`config.mk`:
```
export PLATFORM = sky130hd
export DESIGN_NAME = half_inning_ctrl_flat
export DESIGN_NICKNAME = d
export VERILOG_FILES = /design/src/rtl/half_inning_ctrl_if.sv /design/src/rtl/half_inning_ctrl.sv /design/src/flat_wrapper.sv
export SDC_FILE = /design/constraint.sdc
export NUM_CORES = 1
export LEC_CHECK = 0
export CAP_MARGIN = 40
export CORE_UTILIZATION = 50
export CTS_BUF_LIST = sky130_fd_sc_hd__clkbuf_8
export DETAILED_ROUTE_END_ITERATION = 8
export MAX_ROUTING_LAYER = met4
export PLACE_DENSITY_LB_ADDON = 0.08
export SLEW_MARGIN = 20
export SYNTH_ARGS = -nofsm -noshare
export SYNTH_HDL_FRONTEND = slang
export SYNTH_SLANG_ARGS = --single-unit
```
`constraint.sdc`:
```
create_clock -name clk -period 9.4 [get_ports clk]
set_input_delay 1.88 -clock clk [delete_from_list [all_inputs] [get_ports clk]]
set_output_delay 1.88 -clock clk [all_outputs]
set_load 0.02 [all_outputs]
```
`src/rtl/half_inning_ctrl_if.sv`:
```
// -----------------------------------------------------------------------------
// half_inning_ctrl_if
// Event handshake between the play-event source (keypad / ROM script) and the
// half-inning sequencer.
//   ev_valid  source -> sequencer  event offered
//   ev_code   source -> sequencer  0 BALL,1 STRIKE,2 FOUL,3 OUT,4 HIT1,5 HIT2,6 HIT3,7 HR
//   ev_ready  sequencer -> source  event taken when ev_valid && ev_ready at posedge
// -----------------------------------------------------------------------------
interface half_inning_ctrl_if;
  logic       ev_valid;
  logic [2:0] ev_code;
  logic       ev_ready;

  modport master (output ev_valid, output ev_code, input ev_ready);
  modport slave  (input ev_valid, input ev_code, output ev_ready);
endinterface

```
`src/rtl/half_inning_ctrl.sv`:
```
// -----------------------------------------------------------------------------
// half_inning_ctrl
// Baseball game sequencer. Takes one play event at a time, keeps the
// ball/strike/out count, inning, half and both scores, and drives the one-hot
// hit code into the base-occupancy tracker. Runs come from tracker occupancy.
//
// Ports
//   clk, reset          clock, synchronous active-high reset
//   ev (slave)          event handshake (ev_valid, ev_code, ev_ready)
//   base_in[2:0]        tracker occupancy {b1,b2,b3}
//   hit[3:0]            1000 single, 0100 double, 0010 triple, 0001 HR (1 cycle)
//   base_clear          1-cycle pulse clearing the tracker at half-inning change
//   balls/strikes/outs  current count
//   inning              1-based, saturates at 255
//   half                0 top (away bats), 1 bottom (home bats)
//   score_away/home     saturating scores
//   game_over           level, held until reset
//
// Build option: FOUL_STRIKE_EN -- when defined a FOUL counts as a strike
// below two strikes; when undefined a FOUL is accepted and ignored.
// -----------------------------------------------------------------------------
module half_inning_ctrl #(
  parameter int INNINGS = 9,
  parameter int SCORE_W = 8
) (
  input  logic               clk,
  input  logic               reset,
  half_inning_ctrl_if.slave  ev,
  input  logic [2:0]         base_in,
  output logic [3:0]         hit,
  output logic               base_clear,
  output logic [1:0]         balls,
  output logic [1:0]         strikes,
  output logic [1:0]         outs,
  output logic [7:0]         inning,
  output logic               half,
  output logic [SCORE_W-1:0] score_away,
  output logic [SCORE_W-1:0] score_home,
  output logic               game_over
);

  localparam logic [2:0] EV_BALL   = 3'd0;
  localparam logic [2:0] EV_STRIKE = 3'd1;
  localparam logic [2:0] EV_FOUL   = 3'd2;
  localparam logic [2:0] EV_OUT    = 3'd3;
  localparam logic [2:0] EV_HIT1   = 3'd4;
  localparam logic [2:0] EV_HIT2   = 3'd5;
  localparam logic [2:0] EV_HIT3   = 3'd6;
  localparam logic [2:0] EV_HR     = 3'd7;
  localparam logic [7:0] INN_L     = 8'(INNINGS);

  typedef enum logic [2:0] {
    ST_IDLE   = 3'd0,
    ST_HIT    = 3'd1,
    ST_WAIT   = 3'd2,
    ST_CHANGE = 3'd3,
    ST_OVER   = 3'd4
  } state_t;

  state_t             state_q, state_d;
  logic [3:0]         hit_q, hit_d;
  logic               base_clear_q, base_clear_d;
  logic               ev_ready_q, ev_ready_d;
  logic               game_over_q, game_over_d;
  logic [1:0]         balls_q, balls_d, strikes_q, strikes_d, outs_q, outs_d;
  logic [7:0]         inning_q, inning_d;
  logic               half_q, half_d;
  logic [SCORE_W-1:0] away_q, away_d, home_q, home_d;
  logic [2:0]         runs_s;
  logic               do_out_s;
  logic               late_s;

  // Runs scored by a hit given occupancy {b1,b2,b3} before the tracker advances.
  function automatic logic [2:0] calc_runs(input logic [3:0] h, input logic [2:0] b);
    logic [2:0] r;
    r = 3'd0;
    case (h)
      4'b1000: r = {2'b00, b[0]};
      4'b0100: r = {2'b00, b[1]} + {2'b00, b[0]};
      4'b0010: r = {2'b00, b[2]} + {2'b00, b[1]} + {2'b00, b[0]};
      4'b0001: r = {2'b00, b[2]} + {2'b00, b[1]} + {2'b00, b[0]} + 3'd1;
      default: r = 3'd0;
    endcase
    return r;
  endfunction

  // Score + runs, clamped at all-ones.
  function automatic logic [SCORE_W-1:0] sat_add(input logic [SCORE_W-1:0] s, input logic [2:0] r);
    logic [SCORE_W:0] t;
    t = {1'b0, s} + {{(SCORE_W-2){1'b0}}, r};
    if (t[SCORE_W]) begin
      return {SCORE_W{1'b1}};
    end else begin
      return t[SCORE_W-1:0];
    end
  endfunction

  assign late_s      = (inning_q >= INN_L);
  assign runs_s      = calc_runs(hit_q, base_in);
  assign ev.ev_ready = ev_ready_q;
  assign hit         = hit_q;
  assign base_clear  = base_clear_q;
  assign balls       = balls_q;
  assign strikes     = strikes_q;
  assign outs        = outs_q;
  assign inning      = inning_q;
  assign half        = half_q;
  assign score_away  = away_q;
  assign score_home  = home_q;
  assign game_over   = game_over_q;

  // Next-state and next-output logic for the game sequencer.
  always_comb begin
    state_d   = state_q;
    hit_d     = 4'b0000;
    balls_d   = balls_q;
    strikes_d = strikes_q;
    outs_d    = outs_q;
    inning_d  = inning_q;
    half_d    = half_q;
    away_d    = away_q;
    home_d    = home_q;
    do_out_s  = 1'b0;

    case (state_q)
      ST_IDLE: begin
        if (ev.ev_valid) begin
          case (ev.ev_code)
            EV_BALL: begin
              if (balls_q == 2'd3) begin
                balls_d   = 2'd0;
                strikes_d = 2'd0;
                hit_d     = 4'b1000;
                state_d   = ST_HIT;
              end else begin
                balls_d = balls_q + 2'd1;
              end
            end
            EV_STRIKE: begin
              if (strikes_q == 2'd2) begin
                do_out_s = 1'b1;
              end else begin
                strikes_d = strikes_q + 2'd1;
              end
            end
            EV_FOUL: begin
`ifdef FOUL_STRIKE_EN
              if (strikes_q != 2'd2) begin
                strikes_d = strikes_q + 2'd1;
              end else begin
                strikes_d = strikes_q;
              end
`else
              strikes_d = strikes_q;
`endif
            end
            EV_OUT: do_out_s = 1'b1;
            EV_HIT1, EV_HIT2, EV_HIT3, EV_HR: begin
              balls_d   = 2'd0;
              strikes_d = 2'd0;
              hit_d     = 4'b1000 >> (ev.ev_code - EV_HIT1);
              state_d   = ST_HIT;
            end
            default: state_d = state_q;
          endcase
          // Outs clear the count; the third out also clears outs on entry to CHANGE.
          if (do_out_s) begin
            balls_d   = 2'd0;
            strikes_d = 2'd0;
            if (outs_q == 2'd2) begin
              outs_d  = 2'd0;
              state_d = ST_CHANGE;
            end else begin
              outs_d = outs_q + 2'd1;
            end
          end else begin
            outs_d = outs_q;
          end
        end else begin
          state_d = state_q;
        end
      end
      ST_HIT: begin
        if (half_q) begin
          home_d = sat_add(home_q, runs_s);
        end else begin
          away_d = sat_add(away_q, runs_s);
        end
        state_d = ST_WAIT;
      end
      ST_WAIT: begin
        if (half_q && late_s && (home_q > away_q)) begin
          state_d = ST_OVER;
        end else begin
          state_d = ST_IDLE;
        end
      end
      ST_CHANGE: begin
        state_d = ST_IDLE;
        if (!half_q) begin
          if (late_s && (home_q > away_q)) begin
            state_d = ST_OVER;
          end else begin
            half_d = 1'b1;
          end
        end else begin
          if (late_s && (home_q != away_q)) begin
            state_d = ST_OVER;
          end else begin
            half_d   = 1'b0;
            inning_d = (inning_q == 8'd255) ? inning_q : inning_q + 8'd1;
          end
        end
      end
      ST_OVER: state_d = ST_OVER;
      default: state_d = ST_IDLE;
    endcase

    base_clear_d = (state_d == ST_CHANGE);
    ev_ready_d   = (state_d == ST_IDLE);
    game_over_d  = (state_d == ST_OVER);
  end

  // State and registered outputs; reset aborts any in-flight event.
  always_ff @(posedge clk) begin
    if (reset) begin
      state_q      <= ST_IDLE;
      hit_q        <= 4'b0000;
      base_clear_q <= 1'b0;
      ev_ready_q   <= 1'b1;
      game_over_q  <= 1'b0;
      balls_q      <= 2'd0;
      strikes_q    <= 2'd0;
      outs_q       <= 2'd0;
      inning_q     <= 8'd1;
      half_q       <= 1'b0;
      away_q       <= {SCORE_W{1'b0}};
      home_q       <= {SCORE_W{1'b0}};
    end else begin
      state_q      <= state_d;
      hit_q        <= hit_d;
      base_clear_q <= base_clear_d;
      ev_ready_q   <= ev_ready_d;
      game_over_q  <= game_over_d;
      balls_q      <= balls_d;
      strikes_q    <= strikes_d;
      outs_q       <= outs_d;
      inning_q     <= inning_d;
      half_q       <= half_d;
      away_q       <= away_d;
      home_q       <= home_d;
    end
  end

endmodule
```
`src/flat_wrapper.sv`:
```
// flat-port wrapper written by rule: the top's interface ports become plain ports
module half_inning_ctrl_flat 
#(
  parameter int INNINGS = 9,
  parameter int SCORE_W = 8
)
  (clk, reset, base_in, hit, base_clear, balls, strikes, outs, inning, half, score_away, score_home, game_over, ev_ev_valid, ev_ev_code, ev_ev_ready);
  half_inning_ctrl_if ev_i ();
  input  logic clk;
  input  logic reset;
  input  logic [2:0] base_in;
  output logic [3:0] hit;
  output logic base_clear;
  output logic [1:0] balls;
  output logic [1:0] strikes;
  output logic [1:0] outs;
  output logic [7:0] inning;
  output logic half;
  output logic [SCORE_W-1:0] score_away;
  output logic [SCORE_W-1:0] score_home;
  output logic game_over;
  input wire logic [$bits(ev_i.ev_valid)-1:0] ev_ev_valid;
  input wire logic [$bits(ev_i.ev_code)-1:0] ev_ev_code;
  output wire logic [$bits(ev_i.ev_ready)-1:0] ev_ev_ready;
  assign ev_i.ev_valid = ev_ev_valid;
  assign ev_i.ev_code = ev_ev_code;
  assign ev_ev_ready = ev_i.ev_ready;
  half_inning_ctrl #(.INNINGS(INNINGS), .SCORE_W(SCORE_W)) u_core (.clk(clk), .reset(reset), .ev(ev_i), .base_in(base_in), .hit(hit), .base_clear(base_clear), .balls(balls), .strikes(strikes), .outs(outs), .inning(inning), .half(half), .score_away(score_away), .score_home(score_home), .game_over(game_over));
endmodule
```
==> results of run 1 <==
critical path, delay by kind of cell:
family,cells,cell delay [ps]
and+or+nand+nor,3,640
buffers and inverters,3,670
xor gates and xnor gates,1,160
AOI/OAI and AO/OA,5,1030
adders and majority gates,3,1200
cell usage in the layout, fill, tap and decap left out, types with 5 or more instances in the layout:
| cell | n |
|---|---|
| mux2i_1 | 5 |
| nor2_1 | 46 |
| clkbuf_8 | 5 |
| a21oi_1 | 22 |
| a31oi_1 | 7 |
| o22ai_1 | 6 |
| nand3_1 | 6 |
| nand2_1 | 21 |
| clkdlybuf4s50_1 | 46 |
| a21o_1 | 5 |
| nor3_1 | 7 |
| ha_1 | 23 |
| nor2b_1 | 6 |
| or4_1 | 5 |
| xnor2_1 | 6 |
| dfxtp_1 | 41 |
| and3_1 | 5 |
| inv_1 | 20 |
routing by layer:
layer  track usage  part of all wire  up-vias
met3       0.04527             0.035       10
met1        0.2876              0.49     1062
li1              -                 -     1206
met2        0.3700              0.46       55
met5             -                 0        -
met4       0.09188             0.018        0
layout make-up:
| cell class | count | area, um2 | share of cell area |
|---|---|---|---|
| inverter | 20 | 75.07 | 0.02339 |
| tap | 67 | 83.83 | 0.02612 |
| timing repair buffer | 47 | 467.9 | 0.1458 |
| clock inverter | 3 | 46.29 | 0.01442 |
| sequential | 41 | 820.8 | 0.2558 |
| clock buffer | 5 | 68.82 | 0.02144 |
| multi-input combinational | 241 | 1647 | 0.5131 |
flip-flops by register name, summed over array words and instances, names as in the netlist, 2 cells and up:
name               cells
u_core.inning          8
u_core.score_away      8
u_core.score_home      8
u_core.hit             4
u_core.state_q         3
u_core.balls           2
u_core.outs            2
u_core.strikes         2
where the power goes:
group | leakage [nW] | switching (W) | internal [W]
Sequential | 0.332 | 0.00000360 | 0.000177
Clock | 0.0543 | 0.0000644 | 0.0000795
Combinational | 0.881 | 0.0000250 | 0.0000193
logic make-up after synthesis:
family                     after synthesis
xor gates and xnor gates                10
DFF                                     41
adders and majority gates               28
muxes                                    5
buffers and inverters                   29
AOI/OAI and AO/OA                       70
and+or+nand+nor                        128
stage by stage:
stage          setup WS (ps)  utilization
2_1_floorplan           4466            -
3_3_place_gp            3786       0.6382
3_5_place_dp            3694       0.6382
4_1_cts                 4010       0.6619
5_1_grt                 3759       0.6619
6_report                3988       0.6619
how the worst min path moves through the flow:
| stage | from | endpoint | slack [ps] | cells past startpoint |
|---|---|---|---|---|
| 2_1_floorplan | u_core.state_q[2]$_SDFF_PP0_ | u_core.game_over$_SDFF_PP0_ | 540 | 2 |
| 3_3_place_gp | u_core.outs[1]$_SDFFE_PP0P_ | u_core.outs[1]$_SDFFE_PP0P_ | 500 | 2 |
| 3_5_place_dp | u_core.outs[1]$_SDFFE_PP0P_ | u_core.outs[1]$_SDFFE_PP0P_ | 500 | 2 |
| 4_1_cts | u_core.outs[1]$_SDFFE_PP0P_ | u_core.outs[1]$_SDFFE_PP0P_ | 520 | 2 |
| 5_1_grt | u_core.score_away[7]$_SDFFE_PP0P_ | u_core.score_away[7]$_SDFFE_PP0P_ | 550 | 1 |
| 6_report | u_core.outs[1]$_SDFFE_PP0P_ | u_core.outs[1]$_SDFFE_PP0P_ | 520 | 2 |
==> impl_metrics.csv, run 1 <==
group,metric,value,unit
worst_setup_path,cp.arrival,5580,ps
die,fp.dieW,73.78,um
sta,rsz0062_at_grt,"false",
clock_network,postCtsSetupRepairBufs,0,
global_routing,antenna_found_initial,0,
worst_setup_path,critPathCapture,"u_core.score_away[5]$_SDFFE_PP0P_",
clock_network,post_cts_resized,0,
global_routing,track_usage,0.2320,
detailed_routing,vias,2333,
synthesis,yosysMostFrequentCell,"nor2_1",
die,rows,25,
sta,tightest_slew,568.6,ps
die,die_h,73.78,um
sta,timing.final.crit_share,0.5758,
synthesis,synth_commonest_cells,"nor2_1, dfxtp_1, ha_1",
synthesis,ys_types,58,
clock_network,hold_buffers,0,
outcome,status,"complete, no violations",
sta,slew_headroom,0.6175,
synthesis,synth_edf_count,0,
worst_setup_path,cp_cell_sequence,"clkdlybuf4s50_1 > inv_1 > fa_1 > inv_1 > fa_1 > and3b_1 > o21a_1 > or2_1 > xnor2_1 > ha_1 > a31oi_1 > nand2_1 > a21o_1 > a21oi_1 > o311ai_0",
finish,antenna_cells,0,
synthesis,synth_area,2576,um2
sta,fin_skew,9.072,ps
power_and_ir_drop,cellPowerDensity,114.8,nW/um2
clock_network,clock_path_buffers,2,
clock_network,cts-root-buf,"clkbuf_8",
worst_setup_path,slowest_delay,580,ps
place,gp_congestion,0.9319,
power_and_ir_drop,power,0.0003683,W
die,initial_core_util,0.5314,
clock_network,clkSlewWorstSetupHoldPaths,90,ps
clock_network,clock_sink_count,41,
synthesis,yosys_warnings,0,
worst_setup_path,reg2reg_setup_slack,6600,ps
worst_setup_path,crit-reg2reg-capture,"u_core.score_away[3]$_SDFFE_PP0P_",
synthesis,synth-xor-area-share,0.03400,
synthesis,synth_top_family_by_area,"simple AND/OR/NAND/NOR gates",
sta,max_freq,0.1848,GHz
finish,syn_to_final_growth,24.58,%
die,top_level_ports,47,
job,drv_cap,0,
die,fp.coreArea,4848,um2
finish,fin_nets,390,
worst_setup_path,start_kind,"input pin",
global_routing,grt_pass1_wl,9411,um
finish,design_area,3209,um2
sta,slew_viol_final,0,
clock_network,cts-htree-levels,2,
finish,final_layout_size_suffix_gt1_frac,0.05882,
worst_setup_path,critPathKind,"in -> reg",
place,hpwl,4158,um
power_and_ir_drop,peakVddDrop,0.08794,mV
synthesis,syn_avg_cell_area,8.284,um2
worst_setup_path,endpoint_kind,"flop",
clock_network,cts_tree,"built",
place,placed_cell_area,3094,um2
detailed_routing,avgViaCountPerCell,5.502,
sta,hold_ws,519.2,ps
finish,instances_no_fill,424,
clock_network,numCtsBuffers,5,
synthesis,synth.largest_area_cell,"dfxtp_1",
synthesis,synthDominantCellAreaShare,0.3186,
synthesis,synth.area.mux_share,0.01943,
detailed_routing,drt-initial-drc-count,127,
worst_setup_path,r2r_cells,10,
global_routing,grt-ovfl-total,0,
clock_network,clk_latency,300,ps
detailed_routing,firstDrtPassIters,4,
detailed_routing,post_drt_wl_per_cell,13.35,um
worst_setup_path,critPathRequiredTime,9560,ps
synthesis,ys_seq_area_frac,0.3186,
worst_setup_path,cp-startpoint,"base_in[0]",
sta,finalSetupTns,0,ps
detailed_routing,routed_wl,5662,um
worst_setup_path,critPathMaxFanout,4,
sta,setup_viol,0,
synthesis,synthAdderAreaFrac,0.1394,
sta,hold_violations,0,
synthesis,syn_nets,345,
synthesis,synth.area.top_cells,"dfxtp_1, ha_1, nor2_1",
synthesis,synth_compound_area_frac,0.1816,
synthesis,ys.flop_type,"dfxtp_1",
sta,fin_crit,5412,ps
synthesis,ys_async_sr_fraction,0,
detailed_routing,drc,0,
power_and_ir_drop,leakage,1.266,nW
worst_setup_path,slowest_stage,"fa_1",
synthesis,syn_inst,311,
global_routing,grt_pass1_vias,2116,
synthesis,synthSimpleGateAreaFrac,0.2647,
synthesis,synth_seq_cells,41,
finish,nFillCells,421,
place,dp_cells,416,
detailed_routing,ant_nets,0,
place,portBuffers,46,
worst_setup_path,reg2reg_from,"u_core.hit[2]$_SDFF_PP0_",
die,floorplan.die_area,5443,um2
global_routing,grt_max_degree,43,
min_path,holdCritPathClass,"reg -> reg",
(Power assumes the default switching activity.)
==> run 2: changes to the inputs <==
==> constraint.sdc (replaced) <==
create_clock -name clk -period 5.2 [get_ports clk]
set_input_delay 1.04 -clock clk [delete_from_list [all_inputs] [get_ports clk]]
set_output_delay 1.04 -clock clk [all_outputs]
set_load 0.02 [all_outputs]
==> run 2 against run 1 <==
Compared with the run above: flip-flop and latch count is the same; final cell count is the same; final area shrank 0.86%; critical path depth is the same; first-iteration DRC count shrank 28%; total power grew 66%; combinational power grew 78%; sequential power grew 81%; global-route usage grew 0.44 points; critical path type unchanged.
==> impl_metrics.csv, run 2 (same netlist as run 1, synthesis figures left out) <==
group,metric,value,unit
power_and_ir_drop,peakVddDrop,0.1825,mV
place,dp_cells,416,
die,initial_core_util,0.5314,
power_and_ir_drop,leakage,1.254,nW
power_and_ir_drop,seq_power_share,0.532,
worst_setup_path,reg2reg_setup_slack,2430,ps
die,floorplan.die_area,5443,um2
job,drv_cap,0,
worst_setup_path,slowest_delay,580,ps
power_and_ir_drop,p_int,0.0004465,W
clock_network,post_cts_resized,0,
clock_network,postCtsSetupRepairBufs,0,
die,fp.dieW,73.78,um
worst_setup_path,critPathRequiredTime,5330,ps
sta,finalSetupTns,0,ps
min_path,hp-start,"u_core.outs[0]$_SDFFE_PP0P_",
global_routing,grt_pass1_wl,9515,um
sta,timing.final.crit_share,0.8706,
finish,syn_to_final_growth,23.51,%
clock_network,clock_sink_count,41,
power_and_ir_drop,cellPowerDensity,192.2,nW/um2
detailed_routing,drt-initial-drc-count,92,
sta,final.setup.worst_slack,673.0,ps
outcome,status,"complete, no violations",
worst_setup_path,reg2reg_from,"u_core.hit[2]$_SDFF_PP0_",
worst_setup_path,r2r_cells,12,
die,die_h,73.78,um
worst_setup_path,slowest_stage,"fa_1",
global_routing,antenna_found_initial,0,
finish,final_layout_size_suffix_gt1_frac,0.05602,
detailed_routing,routed_wl,5763,um
power_and_ir_drop,swShare,0.2701,
sta,rsz0062_at_grt,"false",
sta,tightest_slew,774.8,ps
min_path,min_path_cells,2,
worst_setup_path,cp.arrival,4660,ps
die,top_level_ports,47,
clock_network,cts_tree,"built",
worst_setup_path,endpoint_kind,"flop",
detailed_routing,post_drt_wl_per_cell,13.59,um
power_and_ir_drop,netSwitchingPower,0.0001652,W
sta,max_freq,0.2209,GHz
clock_network,cts-htree-levels,2,
place,pre_cts_ws,356.9,ps
clock_network,clkSlewWorstSetupHoldPaths,80,ps
clock_network,clk_latency,300,ps
detailed_routing,avgViaCountPerCell,5.594,
detailed_routing,ant_nets,0,
worst_setup_path,crit-reg2reg-capture,"u_core.score_away[6]$_SDFFE_PP0P_",
global_routing,grt-ovfl-total,0,
finish,antenna_cells,0,
detailed_routing,drc,0,
global_routing,track_usage,0.2363,
clock_network,cts-root-buf,"clkbuf_8",
global_routing,grt_max_degree,24,
min_path,holdCritPathClass,"reg -> reg",
place,gp_congestion,0.9434,
sta,hold_ws,518.8,ps
sta,fin_skew,11.09,ps
min_path,holdPathEnd,"u_core.outs[1]$_SDFFE_PP0P_",
worst_setup_path,critPathMaxFanout,4,
finish,layout_common_cells,"nor2_1, clkdlybuf4s50_1, dfxtp_1",
finish,nFillCells,429,
die,fp.coreArea,4848,um2
worst_setup_path,cp_cell_sequence,"clkdlybuf4s50_1 > inv_1 > fa_1 > inv_1 > fa_1 > and3b_1 > o21a_1 > or2_1 > xnor2_1 > ha_1 > a31oi_1 > nand2_1 > a21o_1 > a21oi_1 > a221oi_1",
sta,slew_viol_final,0,
worst_setup_path,worst-path-buf-inv,3,
finish,instances_no_fill,424,
sta,setup_viol,0,
die,rows,25,
worst_setup_path,path_delay_family,"adder cells",
detailed_routing,firstDrtPassIters,4,
clock_network,hold_buffers,0,
power_and_ir_drop,comb_power_share,0.129,
place,portBuffers,46,
sta,fin_crit,4527,ps
clock_network,clock_path_buffers,2,
power_and_ir_drop,power,0.0006117,W
finish,fin_nets,390,
worst_setup_path,start_kind,"input pin",
global_routing,grt_pass1_vias,2147,
sta,hold_violations,0,
worst_setup_path,cp_num_cells,15,
detailed_routing,vias,2372,
worst_setup_path,critPathKind,"in -> reg",
place,hpwl,4298,um
power_and_ir_drop,power_frac_clock,0.339,
clock_network,numCtsBuffers,5,
sta,slew_headroom,0.4818,
run 2: changes by cell type in the layout (fill, tap and decap cells not counted), sizes merged:
cell / previous run / this run
bufinv: 1 / 0
clkinv: 1 / 0
clkinvlp: 1 / 2
inv: 20 / 21
run 2: power groups by stage:
stage | Clock [W] | Sequential [W] | Combinational, W
3_5_place_dp | 0 | 0.000333 | 0.0000786
4_1_cts | 0.000214 | 0.000326 | 0.0000792
5_1_grt | 0.000225 | 0.000327 | 0.0000877
2_1_floorplan | 0 | 0.000337 | 0.0000460
3_3_place_gp | 0 | 0.000333 | 0.0000782
6_report | 0.000207 | 0.000326 | 0.0000790
run 2: through the flow:
stage                 util  instance area (um2)
finish              0.6563                 3182
global route        0.6563                 3182
CTS                 0.6563                 3182
detailed placement  0.6382                 3094
global placement    0.6382                 3094
floorplan                -                 2576
run 2: per-layer routing:
layer | up-vias | global-route usage | share of wire
li1 | 1207 | - | -
met1 | 1099 | 0.2791 | 0.46
met2 | 56 | 0.3731 | 0.47
met3 | 10 | 0.06036 | 0.047
met4 | 0 | 0.1154 | 0.019
met5 | - | - | 0
run 2: tightest hold or removal path: cells and delay by family (launching register included):
kind | cells | cell delay (ps)
flip-flops | 1 | 350
AND/OR/NAND/NOR | 1 | 70
AO/OA/AOI/OAI | 1 | 50
run 2: area by class of cell:
class	instances	area [um2]	share of cell area
Multi-Input combinational cell	241	1647	0.5175
Inverter	20	75.07	0.02359
Timing Repair Buffer	47	467.9	0.1471
Clock buffer	5	68.82	0.02163
Clock inverter	3	18.77	0.005899
Tap cell	67	83.83	0.02635
Sequential cell	41	820.8	0.2580
run 2: how the worst max path moves through the flow:
stage | start | endpoint | slack (ps)
after floorplan | base_in[0] | u_core.score_away[5]$_SDFFE_PP0P_ | 1110
after global placement | base_in[0] | u_core.score_away[1]$_SDFFE_PP0P_ | 430
after detailed placement | base_in[0] | u_core.score_away[1]$_SDFFE_PP0P_ | 360
after CTS | base_in[0] | u_core.score_away[1]$_SDFFE_PP0P_ | 680
after global routing | base_in[0] | u_core.score_away[1]$_SDFFE_PP0P_ | 470
final | base_in[0] | u_core.score_away[1]$_SDFFE_PP0P_ | 670
==> RTL change 1, RTL diff (flow settings as in run 2) <==
Remove the case item `EV_HIT1, EV_HIT2, EV_HIT3, EV_HR` of the case on `ev.ev_code`.
--- a/src/rtl/half_inning_ctrl.sv
+++ b/src/rtl/half_inning_ctrl.sv
@@ -156,10 +156,4 @@
             end
             EV_OUT: do_out_s = 1'b1;
-            EV_HIT1, EV_HIT2, EV_HIT3, EV_HR: begin
-              balls_d   = 2'd0;
-              strikes_d = 2'd0;
-              hit_d     = 4'b1000 >> (ev.ev_code - EV_HIT1);
-              state_d   = ST_HIT;
-            end
             default: state_d = state_q;
           endcase
Behaviour: not the same (Yosys sat finds a counterexample within 4 cycles, from zero or initial values and one cycle with reset high).
==> RTL change 1 against run 2 <==
- first-iteration DRC count shrank 27%
- routed wire length shrank 23%
- cell area shrank 16%
- global-route usage shrank 2.3 points
- area after synthesis shrank 17%
- non-clock buffer count shrank 4
- sequential cell count shrank 3
- critical path type unchanged
- worst setup slack gained 1.6 ns
Power is not compared: it rests on default switching activity, and its combinational part moved more than twofold at a synthesized area within 25%.
==> RTL change 1: results (changes against run 2) <==
- The slack of the worst reg-to-reg path came to 2.96 ns (+0.53 ns).
- The startpoint identified for the worst register-to-register timing path is u_core.score_away[7].
* Instance count after placement with tap cells included: 335 (-19%)
- Fraction of the mapped netlist area in compound gates: 18.6% (+0.40 points)
- Arr. time, crit path: 3.07 ns (-1.59 ns)
- Initial DRC count: 67 (-27%)
* Final net count: 318 (-18%)
- Crit path max-delay family: simple AND/OR/NAND/NOR gates
- Setup slack after placement: 2.02 ns (+1.66 ns)
- CP Max Fanout: 6 (+2)
* Post-synthesis sequential area ratio: 35.6% (+3.7 points)
- The final-layout fill cell count came to 356 (-17%).
- Most used standard cells in the synthesized netlist: dfxtp_1 (38), a21oi_1 (27), nor2_1 (21)
- Result of the run: finished, final reports clean
- Share of synthesized area spent on multiplexers: 2.34% (+0.40 points)
* Global-route wire length before repair: 7.09 mm (-25%)
- Depth of the worst register-to-register path: 7 (-5)
- The maximum number of pins on one net before global-route repair came to 22 (-8.3%).
- DP Wirelength: 3.18 mm (-26%)
- Routed vias: 1916 (-19%)
* Placement Cell Area: 0.00258 sq mm (-17%)
- Worst setup endpoint: u_core.score_away[6]
* Final worst path period share: 55.5% (-32 points)
* Transition time of the tightest slew-check pin: 0.640 ns (-0.135 ns)
- The routability-driven placement congestion ratio is 0.777 (-18%).
* Vias in the first global route: 1587 (-26%)
- Netlist cell types: 49 (-16%)
- Main area contributors after synthesis: dfxtp_1 (36%), ha_1 (10%), a21oi_1 (6.3%)
* Largest stage delay on the critical path: 0.50 ns (-0.08 ns)
- Adder-Cell Fraction of Synth Area: 9.95% (-4.0 points)
- The overall routing resource usage was 21.3% (-2.3 points).
[RTL change 1: worst min-delay path: cells and delay by family, from the launching register on]
kind | cells | cell delay [ns]
simple gates | 1 | 0.06
flops | 1 | 0.33
compound gates | 1 | 0.05
[RTL change 1: area by class of cell]
type,count,share of cell area [%]
Clock buffer,6,3.10
Clock inverter,2,0.328
Inverter,16,2.25
Multi-Input combinational cell,188,47.5
Sequential cell,38,28.5
Tap cell,50,2.35
Timing Repair Buffer,43,15.9
[RTL change 1: how the worst min path moves through the flow]
stage	start	to	slack, ns	depth (start not counted)
final	u_core.strikes[0]	u_core.strikes[0]	0.48	2
after global routing	u_core.strikes[0]	u_core.strikes[0]	0.52	2
after CTS	u_core.strikes[0]	u_core.strikes[0]	0.49	2
after detailed placement	u_core.strikes[0]	u_core.strikes[0]	0.48	2
after global placement	u_core.strikes[1]	u_core.strikes[1]	0.46	2
after floorplan	u_core.state_q[1]	u_core.hit[3]	0.54	3
[RTL change 1: cells by family after synthesis]
logic type | after synthesis
xor+xnor | 6
fa+ha+maj | 17
other cells | 1
mux | 5
compound gates | 61
simple gates | 96
buf+inv | 28
flops | 38
[RTL change 1: report_power, final]
group	total (mW)	internal, mW	leakage [nW]	switching, mW
logic	0.0209	0.00869	0.594	0.0122
registers	0.292	0.291	0.306	0.000704
clock network	0.208	0.105	0.0524	0.103
[RTL change 1: metal layers]
layer  GRT usage, %  share of wire [%]  vias up
met5              -                  0        -
met4           7.98                1.2        0
met3           4.05                3.8        5
met2           32.9                 44       44
met1           27.6                 51      868
li1               -                  -      999
==> RTL change 2, RTL diff (config.mk and constraints of run 2) <==
Without the edit above. Add a define of `FOUL_STRIKE_EN`.
--- a/src/rtl/half_inning_ctrl.sv
+++ b/src/rtl/half_inning_ctrl.sv
@@ -20,4 +20,6 @@
 // below two strikes; when undefined a FOUL is accepted and ignored.
 // -----------------------------------------------------------------------------
+`define FOUL_STRIKE_EN
+
 module half_inning_ctrl #(
   parameter int INNINGS = 9,
Behaviour: not the same (Yosys sat finds a counterexample within 4 cycles, from zero or initial values and one cycle with reset high).
==> RTL change 2 against run 2 <==
- sequential cell count unchanged
- worst setup slack got worse by 0.12 ns
- total power increased by 8.2%
- routed wire length decreased by 5.3%
- global-route usage decreased by 1.6 points
- cell area increased by 0.63%
- sequential power decreased by 1%
- area after synthesis decreased by 1.4%
- via count decreased by 1.5%
- critical endpoint is now u_core.score_home[0]
==> RTL change 2: results (changes against run 2) <==
- DP Wirelength: 4.09 mm (-4.8%)
- Smallest hold slack: 0.493 ns (-0.0253 ns)
- Placement Cell Area: 0.00307 sq mm (-0.89%)
* Leak: 1.28 nW (+1.9%)
- CP Max Fanout: 7 (+3)
* Number of filler instances in the final layout: 449 (+4.7%)
* GR Util All Layers: 22.0% (-1.6 points)
- Post-route cell area: 0.00320 sq mm (+0.63%)
- Final RePlAce weighted congestion: 0.859 (-8.9%)
* Initial DRC count: 47 (-49%)
* Post-DR wirelength/cell: 13.0 microns (-4.1%)
* Max Clock Skew: 0.00961 ns (-0.00147 ns)
* Slowest cell on the critical path: fa_1
- Fraction of layout cells with a size suffix above 1: 5.97% (+0.36 points)
* Reg clk slew, reported paths: 0.09 ns
* Arr. time, crit path: 4.86 ns (+0.20 ns)
* Tightest slew margin relative to the limit: 59.9% (+12 points)
- The via count of the first global-routing pass is 2080 (-3.1%).
- The vias per cell was 5.58 (-0.30%).
* Global-route wire length before repair: 9.10 mm (-4.4%)
* Syn Nets: 338 (-2.0%)
* Final net count: 385 (-1.3%)
* Syn_area_per_cell: 8.36 sq um (+0.91%)
- Setup slack after placement: 0.294 ns (-0.0626 ns)
- Instance count after placement with tap cells included: 410 (-1.4%)
- The number of library cell types mapped by synthesis came to 54 (-6.9%).
* Post-cts sizing count: 0 (unchanged)
- Pin count of the biggest net entering global routing: 25 (+4.2%)
* Most used standard cells in the synthesized netlist: nor2_1 (45), dfxtp_1 (41), ha_1 (23)
* Result of the run: finished, final reports clean
- Final worst path period share: 89.4% (+2.4 points)
- Max VDD drop: 0.177 mV (-2.9%)
[RTL change 2: cell count changes after synthesis, moves of 4 or more]
cell,before,now
nand2_1,21,11
nor3_1,7,17
and3_1,5,11
o21ai_0,4,9
a21oi_1,22,18
nand3b_1,1,5
nor4_1,4,0
or4_1,5,1
[RTL change 2: cell type report]
cell class / instances / area share, %
clock buffers: 6 / 2.58
clock inverters: 2 / 1.17
inverters: 19 / 2.23
multi-input cells: 235 / 50.4
flip-flops and latches: 41 / 25.6
well taps: 67 / 2.62
repair buffers: 49 / 15.3
[RTL change 2: metal layers]
metal / vias up / track usage [%] / part of all wire (%)
met3: 7 / 4.12 / 3.2
met1: 1090 / 28.1 / 48
met2: 42 / 35.2 / 48
met5: - / - / 0
li1: 1198 / - / -
met4: 0 / 7.48 / 1.2
[RTL change 2: tightest hold or removal path: stages (launching register included)]
cell     delay (ns)
dfxtp_1        0.33
inv_1          0.07
a21oi_1        0.06
[RTL change 2: cell families (layout without fill, tap and decap cells)]
group                      Yosys count  count (layout)  share of synthesized area [%]
DFF                                 41              41                           32.3
AOI/OAI and AO/OA                   65              65                           16.9
buffers and inverters               28              76                           4.14
and+or+nand+nor                    129             129                           27.3
adders and majority gates           26              26                           13.3
xor gates and xnor gates             7               7                           2.41
muxes                                8               8                           3.59
[RTL change 2: final timing paths]
check                        from                    to
max                    base_in[0]  u_core.score_home[0]
min          u_core.score_away[6]  u_core.score_away[6]
max reg2reg         u_core.hit[2]  u_core.score_home[0]
min reg2reg  u_core.score_away[6]  u_core.score_away[6]
[RTL change 2: where the power goes]
group / internal (mW) / switching [mW]
clock: 0.156 / 0.116
combinational: 0.0311 / 0.0369
sequential: 0.318 / 0.00456
